$ cat config.mk
export PLATFORM = sky130hd
export DESIGN_NAME = chip8_alu_exec_flat
export DESIGN_NICKNAME = d
export VERILOG_FILES = /design/src/rtl/chip8_alu_exec_pkg.sv /design/src/rtl/chip8_alu_exec_if.sv /design/src/rtl/chip8_alu_decode.sv /design/src/rtl/chip8_alu_exec.sv /design/src/flat_wrapper.sv
export SDC_FILE = /design/constraint.sdc
export NUM_CORES = 1
export LEC_CHECK = 0
export ABC_CLOCK_PERIOD_IN_PS = 2800
export BUFFER_PORTS_ARGS = -buffer_cell sky130_fd_sc_hd__buf_2
export CAP_MARGIN = 30
export CORE_UTILIZATION = 51
export DETAILED_ROUTE_END_ITERATION = 7
export PLACE_DENSITY = 0.83
export SYNTH_ARGS = -nofsm -noshare
export SYNTH_HDL_FRONTEND = slang
export SYNTH_SLANG_ARGS = --single-unit
export TNS_END_PERCENT = 5
$ cat constraint.sdc
create_clock -name clk -period 2.8 [get_ports clk]
set_clock_uncertainty 0.15 [all_clocks]
set_input_delay 0.7 -clock clk [delete_from_list [all_inputs] [get_ports clk]]
set_output_delay 0.7 -clock clk [all_outputs]
set_load 0.01 [all_outputs]
$ cat src/rtl/chip8_alu_exec_pkg.sv
// Shared definitions for the CHIP-8 8XYN executor: ALU op codes, fixed register
// indices and the decoded-opcode record.
package chip8_alu_exec_pkg;

    typedef enum logic [2:0] {
        ALU_LD  = 3'd0,
        ALU_OR  = 3'd1,
        ALU_AND = 3'd2,
        ALU_XOR = 3'd3,
        ALU_ADD = 3'd4,
        ALU_SUB = 3'd5,
        ALU_SHR = 3'd6,
        ALU_SHL = 3'd7
    } alu_op_t;

    localparam logic [3:0] REG_VF        = 4'hF;
    localparam logic [3:0] OPC_ALU_GROUP = 4'h8;

    typedef struct packed {
        alu_op_t alu_op;
        logic    swap;       // operands exchanged before the ALU (SUBN)
        logic    writes_vf;  // WR_F step is taken
        logic    clear_vf;   // flag forced to 0 instead of the ALU carry
        logic    illegal;
    } alu_dec_t;

endpackage

$ cat src/rtl/chip8_alu_exec_if.sv
// Bus bundle between the 8XYN executor, the instruction decoder, the V register file
// and the ALU. master = executor side, slave = environment side.
interface chip8_alu_exec_if;
    logic        start;
    logic [15:0] opcode;
    logic        busy;
    logic        done;
    logic        illegal;
    logic [3:0]  reg_addr;
    logic        reg_we;
    logic [7:0]  reg_wdata;
    logic [7:0]  reg_rdata;
    logic [7:0]  alu_x;
    logic [7:0]  alu_y;
    logic [2:0]  alu_op;
    logic [7:0]  alu_out;
    logic        alu_carry;

    modport master (
        input  start, opcode, reg_rdata, alu_out, alu_carry,
        output busy, done, illegal, reg_addr, reg_we, reg_wdata, alu_x, alu_y, alu_op
    );

    modport slave (
        output start, opcode, reg_rdata, alu_out, alu_carry,
        input  busy, done, illegal, reg_addr, reg_we, reg_wdata, alu_x, alu_y, alu_op
    );
endinterface

$ cat src/rtl/chip8_alu_decode.sv
// Combinational 8XYN decoder: opcode group + N nibble -> ALU op, swap, VF handling.
// CHIP8_VF_RESET_EN: OR/AND/XOR also write VF=0 (COSMAC quirk).
module chip8_alu_decode
    import chip8_alu_exec_pkg::*;
(
    input  logic [3:0] group,
    input  logic [3:0] n,
    output alu_dec_t   dec
);

`ifdef CHIP8_VF_RESET_EN
    localparam logic LOGIC_OPS_WRITE_VF = 1'b1;
`else
    localparam logic LOGIC_OPS_WRITE_VF = 1'b0;
`endif

    always_comb begin
        dec = '0;
        if (group != OPC_ALU_GROUP) begin
            dec.illegal = 1'b1;
        end else begin
            case (n)
                4'h0: dec.alu_op = ALU_LD;
                4'h1: begin
                    dec.alu_op    = ALU_OR;
                    dec.clear_vf  = 1'b1;
                    dec.writes_vf = LOGIC_OPS_WRITE_VF;
                end
                4'h2: begin
                    dec.alu_op    = ALU_AND;
                    dec.clear_vf  = 1'b1;
                    dec.writes_vf = LOGIC_OPS_WRITE_VF;
                end
                4'h3: begin
                    dec.alu_op    = ALU_XOR;
                    dec.clear_vf  = 1'b1;
                    dec.writes_vf = LOGIC_OPS_WRITE_VF;
                end
                4'h4: begin
                    dec.alu_op    = ALU_ADD;
                    dec.writes_vf = 1'b1;
                end
                4'h5: begin
                    dec.alu_op    = ALU_SUB;
                    dec.writes_vf = 1'b1;
                end
                4'h6: begin
                    dec.alu_op    = ALU_SHR;
                    dec.writes_vf = 1'b1;
                end
                // SUBN reuses the SUB datapath with Vx/Vy exchanged
                4'h7: begin
                    dec.alu_op    = ALU_SUB;
                    dec.swap      = 1'b1;
                    dec.writes_vf = 1'b1;
                end
                4'hE: begin
                    dec.alu_op    = ALU_SHL;
                    dec.writes_vf = 1'b1;
                end
                default: dec.illegal = 1'b1;
            endcase
        end
    end

endmodule

$ cat src/rtl/chip8_alu_exec.sv
// Multi-cycle executor for CHIP-8 8XYN opcodes: reads Vx/Vy, runs the ALU, writes Vx then VF.
// Optional COSMAC VF-reset behaviour for OR/AND/XOR is selected by CHIP8_VF_RESET_EN.
module chip8_alu_exec
    import chip8_alu_exec_pkg::*;
(
    input  logic             clk,
    input  logic             reset,
    chip8_alu_exec_if.master bus
);

    typedef enum logic [2:0] {
        S_IDLE,
        S_RD_X,
        S_RD_Y,
        S_EXEC,
        S_WR_X,
        S_WR_F,
        S_DONE
    } state_t;

    state_t     state;
    state_t     state_nxt;
    alu_dec_t   dec;
    alu_dec_t   dec_q;
    logic [3:0] x_idx;
    logic [3:0] y_idx;
    logic [7:0] vx;
    logic [7:0] vy;
    logic [7:0] result;
    logic       flag;
    logic [7:0] y_val;

    chip8_alu_decode u_decode (
        .group (bus.opcode[15:12]),
        .n     (bus.opcode[3:0]),
        .dec   (dec)
    );

    always_ff @(posedge clk or posedge reset) begin
        if (reset) begin
            state <= S_IDLE;
        end else begin
            state <= state_nxt;
        end
    end

    always_comb begin
        state_nxt = state;
        case (state)
            S_IDLE: begin
                if (bus.start) begin
                    state_nxt = dec.illegal ? S_DONE : S_RD_X;
                end
            end
            S_RD_X:  state_nxt = S_RD_Y;
            S_RD_Y:  state_nxt = S_EXEC;
            S_EXEC:  state_nxt = S_WR_X;
            S_WR_X:  state_nxt = dec_q.writes_vf ? S_WR_F : S_DONE;
            S_WR_F:  state_nxt = S_DONE;
            S_DONE:  state_nxt = S_IDLE;
            default: state_nxt = S_IDLE;
        endcase
    end

    // Opcode fields are captured only on accept, so later opcode/start activity is ignored.
    always_ff @(posedge clk or posedge reset) begin
        if (reset) begin
            dec_q  <= '0;
            x_idx  <= '0;
            y_idx  <= '0;
            vx     <= '0;
            vy     <= '0;
            result <= '0;
            flag   <= 1'b0;
        end else begin
            case (state)
                S_IDLE: begin
                    if (bus.start) begin
                        dec_q <= dec;
                        x_idx <= bus.opcode[11:8];
                        y_idx <= bus.opcode[7:4];
                    end
                end
                S_RD_Y: vx <= bus.reg_rdata;
                S_EXEC: begin
                    vy     <= bus.reg_rdata;
                    result <= bus.alu_out;
                    flag   <= bus.alu_carry & ~dec_q.clear_vf;
                end
                default: ;
            endcase
        end
    end

    // Vy arrives from the register file during EXEC and feeds the ALU directly.
    assign y_val = (state == S_EXEC) ? bus.reg_rdata : vy;

    always_comb begin
        bus.busy      = 1'b0;
        bus.done      = 1'b0;
        bus.illegal   = 1'b0;
        bus.reg_addr  = '0;
        bus.reg_we    = 1'b0;
        bus.reg_wdata = '0;
        bus.alu_op    = dec_q.alu_op;
        bus.alu_x     = dec_q.swap ? y_val : vx;
        bus.alu_y     = dec_q.swap ? vx : y_val;
        case (state)
            S_RD_X: begin
                bus.busy     = 1'b1;
                bus.reg_addr = x_idx;
            end
            S_RD_Y: begin
                bus.busy     = 1'b1;
                bus.reg_addr = y_idx;
            end
            S_EXEC: bus.busy = 1'b1;
            S_WR_X: begin
                bus.busy      = 1'b1;
                bus.reg_addr  = x_idx;
                bus.reg_we    = 1'b1;
                bus.reg_wdata = result;
            end
            S_WR_F: begin
                bus.busy      = 1'b1;
                bus.reg_addr  = REG_VF;
                bus.reg_we    = 1'b1;
                bus.reg_wdata = {7'b0, flag};
            end
            S_DONE: begin
                bus.done    = 1'b1;
                bus.illegal = dec_q.illegal;
            end
            default: ;
        endcase
    end

endmodule

$ cat src/flat_wrapper.sv
// flat-port wrapper written by rule: the top's interface ports become plain ports
module chip8_alu_exec_flat import chip8_alu_exec_pkg::*;
  (clk, reset, bus_start, bus_opcode, bus_reg_rdata, bus_alu_out, bus_alu_carry, bus_busy, bus_done, bus_illegal, bus_reg_addr, bus_reg_we, bus_reg_wdata, bus_alu_x, bus_alu_y, bus_alu_op);
  chip8_alu_exec_if bus_i ();
  input  logic clk;
  input  logic reset;
  input wire logic [$bits(bus_i.start)-1:0] bus_start;
  input wire logic [$bits(bus_i.opcode)-1:0] bus_opcode;
  input wire logic [$bits(bus_i.reg_rdata)-1:0] bus_reg_rdata;
  input wire logic [$bits(bus_i.alu_out)-1:0] bus_alu_out;
  input wire logic [$bits(bus_i.alu_carry)-1:0] bus_alu_carry;
  output wire logic [$bits(bus_i.busy)-1:0] bus_busy;
  output wire logic [$bits(bus_i.done)-1:0] bus_done;
  output wire logic [$bits(bus_i.illegal)-1:0] bus_illegal;
  output wire logic [$bits(bus_i.reg_addr)-1:0] bus_reg_addr;
  output wire logic [$bits(bus_i.reg_we)-1:0] bus_reg_we;
  output wire logic [$bits(bus_i.reg_wdata)-1:0] bus_reg_wdata;
  output wire logic [$bits(bus_i.alu_x)-1:0] bus_alu_x;
  output wire logic [$bits(bus_i.alu_y)-1:0] bus_alu_y;
  output wire logic [$bits(bus_i.alu_op)-1:0] bus_alu_op;
  assign bus_i.start = bus_start;
  assign bus_i.opcode = bus_opcode;
  assign bus_i.reg_rdata = bus_reg_rdata;
  assign bus_i.alu_out = bus_alu_out;
  assign bus_i.alu_carry = bus_alu_carry;
  assign bus_busy = bus_i.busy;
  assign bus_done = bus_i.done;
  assign bus_illegal = bus_i.illegal;
  assign bus_reg_addr = bus_i.reg_addr;
  assign bus_reg_we = bus_i.reg_we;
  assign bus_reg_wdata = bus_i.reg_wdata;
  assign bus_alu_x = bus_i.alu_x;
  assign bus_alu_y = bus_i.alu_y;
  assign bus_alu_op = bus_i.alu_op;
  chip8_alu_exec u_core (.clk(clk), .reset(reset), .bus(bus_i));
endmodule
==> run summary <==
The run finished with clean final reports. The number of clock buffers added by TritonCTS is 5. The completed layout was analyzed and its total power is 2.93 mW. For the combinational fraction of design power, the log shows 47.1%. TritonCTS built the clock tree. The maximum vdd drop was 0.591 mV; the timing-limited maximum frequency was 375 MHz. After detailed routing, the average wire length per cell comes to 14.8 um. The worst register-to-register path has a setup slack of 950 ps. The die covers 4650 um^2. The top-area cell type share of the netlist area came out at 48.2%. 71 I/O pins were placed.

The run gives 1.40 nW as the leakage power. Clock-pin slew reported for the worst setup and hold paths after clock tree synthesis: 80 ps. Total of cells resized after clock tree synthesis: 0. The Yosys step of the flow raised 0 warnings.

The post-synthesis cell type count is 37. For this block, the initial DRC count from the detailed router was 134. Internal power comes to 1.90 mW. The worst setup path is launched from a flop. In this run, placement finished with an instance count of 306. The first global-routing pass estimated 7.03 mm of wire. The fraction of synthesized area in multiplexers works out to 24.4%.

The final wirelength is 4.66 mm, and the portion of the post-synthesis area used by sequential elements is 48.2%. Summing the areas of all fa, ha and maj instances in the mapped netlist gives 0% of the synthesized area. The initial standard-cell utilization of the core came out at 54.3%. Library cell with the largest summed area after synthesis: sky130_fd_sc_hd__dfrtp_1. The largest net degree at the start of global routing is 26. Fraction of power spent switching nets: 35.1%. The routed layout has 1699 vias. Across all hold checks on the routed design, the worst slack comes to 168 ps. CTS built an H-tree with a depth of 2. The area inside the core boundary is 4120 um^2.

The run gives 0 as the post-route DRC violation count. Summing the areas of all xor and xnor instances in the mapped netlist gives 0% of the synthesized area. The number of standard cells in the layout, taps in and fillers out is 314, and the power dissipated by switching net loads is 1.03 mW. The data required time at the worst endpoint was 1950 ps. The proportion of layout cells with a drive suffix above 1 is 51.9%, and the headroom to the max-slew limit is 56.3%. The tools report the reported max-cap violation count as 0. Counting every net in the synthesized netlist gives 230.

After synthesis the netlist holds a flip-flop and latch count of 43. The peak fanout along the critical path is 13. The tightest min-delay check is of the in2async type. The clock passes through at most 2 buffers. The repair_antennas step left the layout with diodes totalling 0. After legalization and detailed placement, the total HPWL measured 3.28 mm.

The tools report the source of the worst register-to-register timing path as u_core.state[0]. The ratio of final minimum period to clock period works out to 95.1%. The simple-gate share of the synthesized area came out at 13.2%. The largest family of logic cells by synthesized area is multiplexers. Measured along the x axis, the die boundary spans 68.2 um. The total count of hold-check failures in the final report came out at 0.

The worst setup path is captured at a primary output. Portion of total power attributed to sequential cells: 35.8%. In this run the tool buffered the top-level ports with 70 buffer cells. The clock network accounts for 17.1% of the total power. Global-route usage over all layers: 21.1%. Setup repair after global routing left no endpoint under its margin. The number of antenna violations at the first check in global routing is 0, and the die height is 68.2 um. The tools report the TritonCTS sink count as 43.

In this run the worst setup path begins at u_core.state[2]. In the post-route analysis, the smallest setup slack over all paths is 136 ps. Number of standard-cell rows in the floorplan: 23. Clock latency on the worst-skew pair, taken at its later pin, is 300 ps. Compound-cell area share of the yosys netlist: 9.13%. Before CTS, the worst setup slack after placement is 462 ps.

After synthesis, the cell types taking the most area are sky130_fd_sc_hd__dfrtp_1 48%, sky130_fd_sc_hd__mux2_2 18%, sky130_fd_sc_hd__mux2_4 5.4%. The worst path needs 2660 ps of the cycle, external delays included. Dividing total power by cell area gives a power density of 1070 nW/um^2.

The count of hold-fix buffers inserted at cts is 0, and the sum of negative setup slack is 0 ps. For the via count of the first global-routing pass, the log shows 1547. For the pin with the worst max-slew slack, the measured transition is 656 ps.

The count of nets left with antenna violations once routing finished came out at 0. For the worst setup path, the data arrival time is 1810 ps. Classification of the worst setup path: reg2out.

Compared with the post-synthesis result, the final layout area differs by 22.2%. The final count of pins violating max slew was 0; the post-CTS setup repair buffer count was 0. Using the TritonRoute via totals, the vias-per-cell ratio works out to 5.41.

In this run the cell area of the synthesized design comes to 2230 um^2. Setup violations remaining at the end of the flow were counted as 0. The logs give 194 for the gate count of the mapped netlist and 0.733 for the global placer's final weighted congestion. The average size of a mapped cell came out at 11.5 um^2.

After the last flow step, the layout net total stands at 299. Summed over all layers, the global routing overflow is 0. First-pass iteration count of the detailed router: 4.

The cell sitting at the root of the clock tree is a sky130_fd_sc_hd__clkbuf_8.
## per-layer routing
layer  vias to the layer above  routed length, um  GRT usage, %  part of all wire [%]
li1                        818                  -             -                     -
met1                       828               2070          26.9                    44
met2                        47               2370          34.7                    51
met3                         6                147          4.17                   3.2
met4                         0                 69          9.11                   1.5
met5                         -                  0             0                     0
## synth_stat cells
| master | count |
|---|---|
| sky130_fd_sc_hd__dfrtp_1 | 43 |
| sky130_fd_sc_hd__mux2_2 | 36 |
| sky130_fd_sc_hd__nand2_1 | 26 |
| sky130_fd_sc_hd__mux2_4 | 8 |
| sky130_fd_sc_hd__and3_1 | 7 |
| sky130_fd_sc_hd__a21oi_1 | 6 |
| sky130_fd_sc_hd__o21ai_0 | 6 |
| sky130_fd_sc_hd__a21o_1 | 5 |
| sky130_fd_sc_hd__clkbuf_1 | 5 |
| sky130_fd_sc_hd__inv_1 | 5 |
| sky130_fd_sc_hd__nor2_1 | 5 |
| sky130_fd_sc_hd__buf_2 | 4 |
| sky130_fd_sc_hd__buf_4 | 4 |
| sky130_fd_sc_hd__nand2b_1 | 3 |
| sky130_fd_sc_hd__o21ai_1 | 3 |
| sky130_fd_sc_hd__buf_6 | 2 |
| sky130_fd_sc_hd__mux2i_1 | 2 |
| sky130_fd_sc_hd__nand3b_1 | 2 |
| sky130_fd_sc_hd__o2111ai_1 | 2 |
| sky130_fd_sc_hd__o211ai_1 | 2 |
| sky130_fd_sc_hd__or2_2 | 2 |
| sky130_fd_sc_hd__a222oi_1 | 1 |
| sky130_fd_sc_hd__and2_1 | 1 |
| sky130_fd_sc_hd__and3b_1 | 1 |
| sky130_fd_sc_hd__buf_1 | 1 |
| sky130_fd_sc_hd__nand3_1 | 1 |
| sky130_fd_sc_hd__nor2b_1 | 1 |
| sky130_fd_sc_hd__nor3_1 | 1 |
| sky130_fd_sc_hd__nor4b_1 | 1 |
| sky130_fd_sc_hd__nor4b_4 | 1 |
| sky130_fd_sc_hd__o21a_1 | 1 |
| sky130_fd_sc_hd__o221ai_1 | 1 |
| sky130_fd_sc_hd__o311ai_0 | 1 |
| sky130_fd_sc_hd__o31ai_1 | 1 |
| sky130_fd_sc_hd__o41ai_2 | 1 |
| sky130_fd_sc_hd__or4b_2 | 1 |
| sky130_fd_sc_hd__or4b_4 | 1 |
## layout make-up
type / instances / area, um^2
clock buffers: 6 / 82.6
fillers: 332 / 1390
repair buffers: 78 / 410
flip-flops and latches: 43 / 1080
well taps: 50 / 62.6
inverters: 5 / 18.8
clock inverters: 2 / 35.0
multi-input cells: 130 / 1040
## logic make-up after synthesis
kind of cell,Yosys count
muxes,46
buffers and inverters,21
AOI/OAI and AO/OA,30
and+or+nand+nor,54
DFF,43
## per-stage QoR
step | util, % | area, um^2
5_1_grt | 66.3 | 2730
4_1_cts | 66.3 | 2730
3_5_place_dp | 63.5 | 2610
3_3_place_gp | 63.5 | 2610
6_report | 66.3 | 2730
2_1_floorplan | - | 2230
## worst max-delay path, cell delays in order (launching register included)
cell and delay, ps:
sky130_fd_sc_hd__dfrtp_1 370, sky130_fd_sc_hd__nand3b_1 170, sky130_fd_sc_hd__buf_4 220, sky130_fd_sc_hd__mux2_4 340
sky130_fd_sc_hd__mux2_2 270, sky130_fd_sc_hd__buf_2 140
## state kept, by name (all words and copies together) (netlist names)
signal             flops
u_core.x_idx           4
u_core.vx              8
u_core.dec_q           4
u_core.result          8
u_core.flag            1
u_core.bus.alu_op      3
u_core.vy              8
u_core.y_idx           4
u_core.state           3
## path summary, 6_finish.rpt
kind                                             end  cells after the start
worst max-delay path                    bus_alu_y[6]                      5
worst min-delay path                    u_core.vx[1]                      2
worst max register to register       u_core.dec_q[3]                      3
worst min register to register  u_core.bus.alu_op[1]                      2
max in group asynchronous               u_core.vy[3]                      3
min in group clk                u_core.bus.alu_op[1]                      2
## power groups by stage
| stage | logic, mW | clock network [mW] | registers (mW) |
|---|---|---|---|
| 5_1_grt | 1.52 | 0.533 | 1.08 |
| 3_5_place_dp | 1.38 | 0 | 1.05 |
| 3_3_place_gp | 1.35 | 0 | 1.04 |
| 4_1_cts | 1.39 | 0.508 | 1.05 |
| 6_report | 1.38 | 0.502 | 1.05 |
| 2_1_floorplan | 1.02 | 0 | 1.01 |
## cell usage in the layout, fill, tap and decap left out, types with 2 or more instances in the layout
master,synthesis,routed
sky130_fd_sc_hd__inv_1,5,4
sky130_fd_sc_hd__nand2b_1,3,3
sky130_fd_sc_hd__and3_1,7,7
sky130_fd_sc_hd__or2_2,2,2
sky130_fd_sc_hd__a21oi_1,6,6
sky130_fd_sc_hd__buf_2,4,70
sky130_fd_sc_hd__nand3b_1,2,2
sky130_fd_sc_hd__clkbuf_8,0,6
sky130_fd_sc_hd__o21ai_1,3,3
sky130_fd_sc_hd__dfrtp_1,43,43
sky130_fd_sc_hd__nand2_1,26,26
sky130_fd_sc_hd__mux2i_1,2,2
sky130_fd_sc_hd__buf_4,4,8
sky130_fd_sc_hd__o2111ai_1,2,2
sky130_fd_sc_hd__mux2_2,36,36
sky130_fd_sc_hd__a21o_1,5,5
sky130_fd_sc_hd__o21ai_0,6,6
sky130_fd_sc_hd__nor2_1,5,5
sky130_fd_sc_hd__o211ai_1,2,2
sky130_fd_sc_hd__mux2_4,8,8
Note: power is estimated with default switching activity, not from simulation.
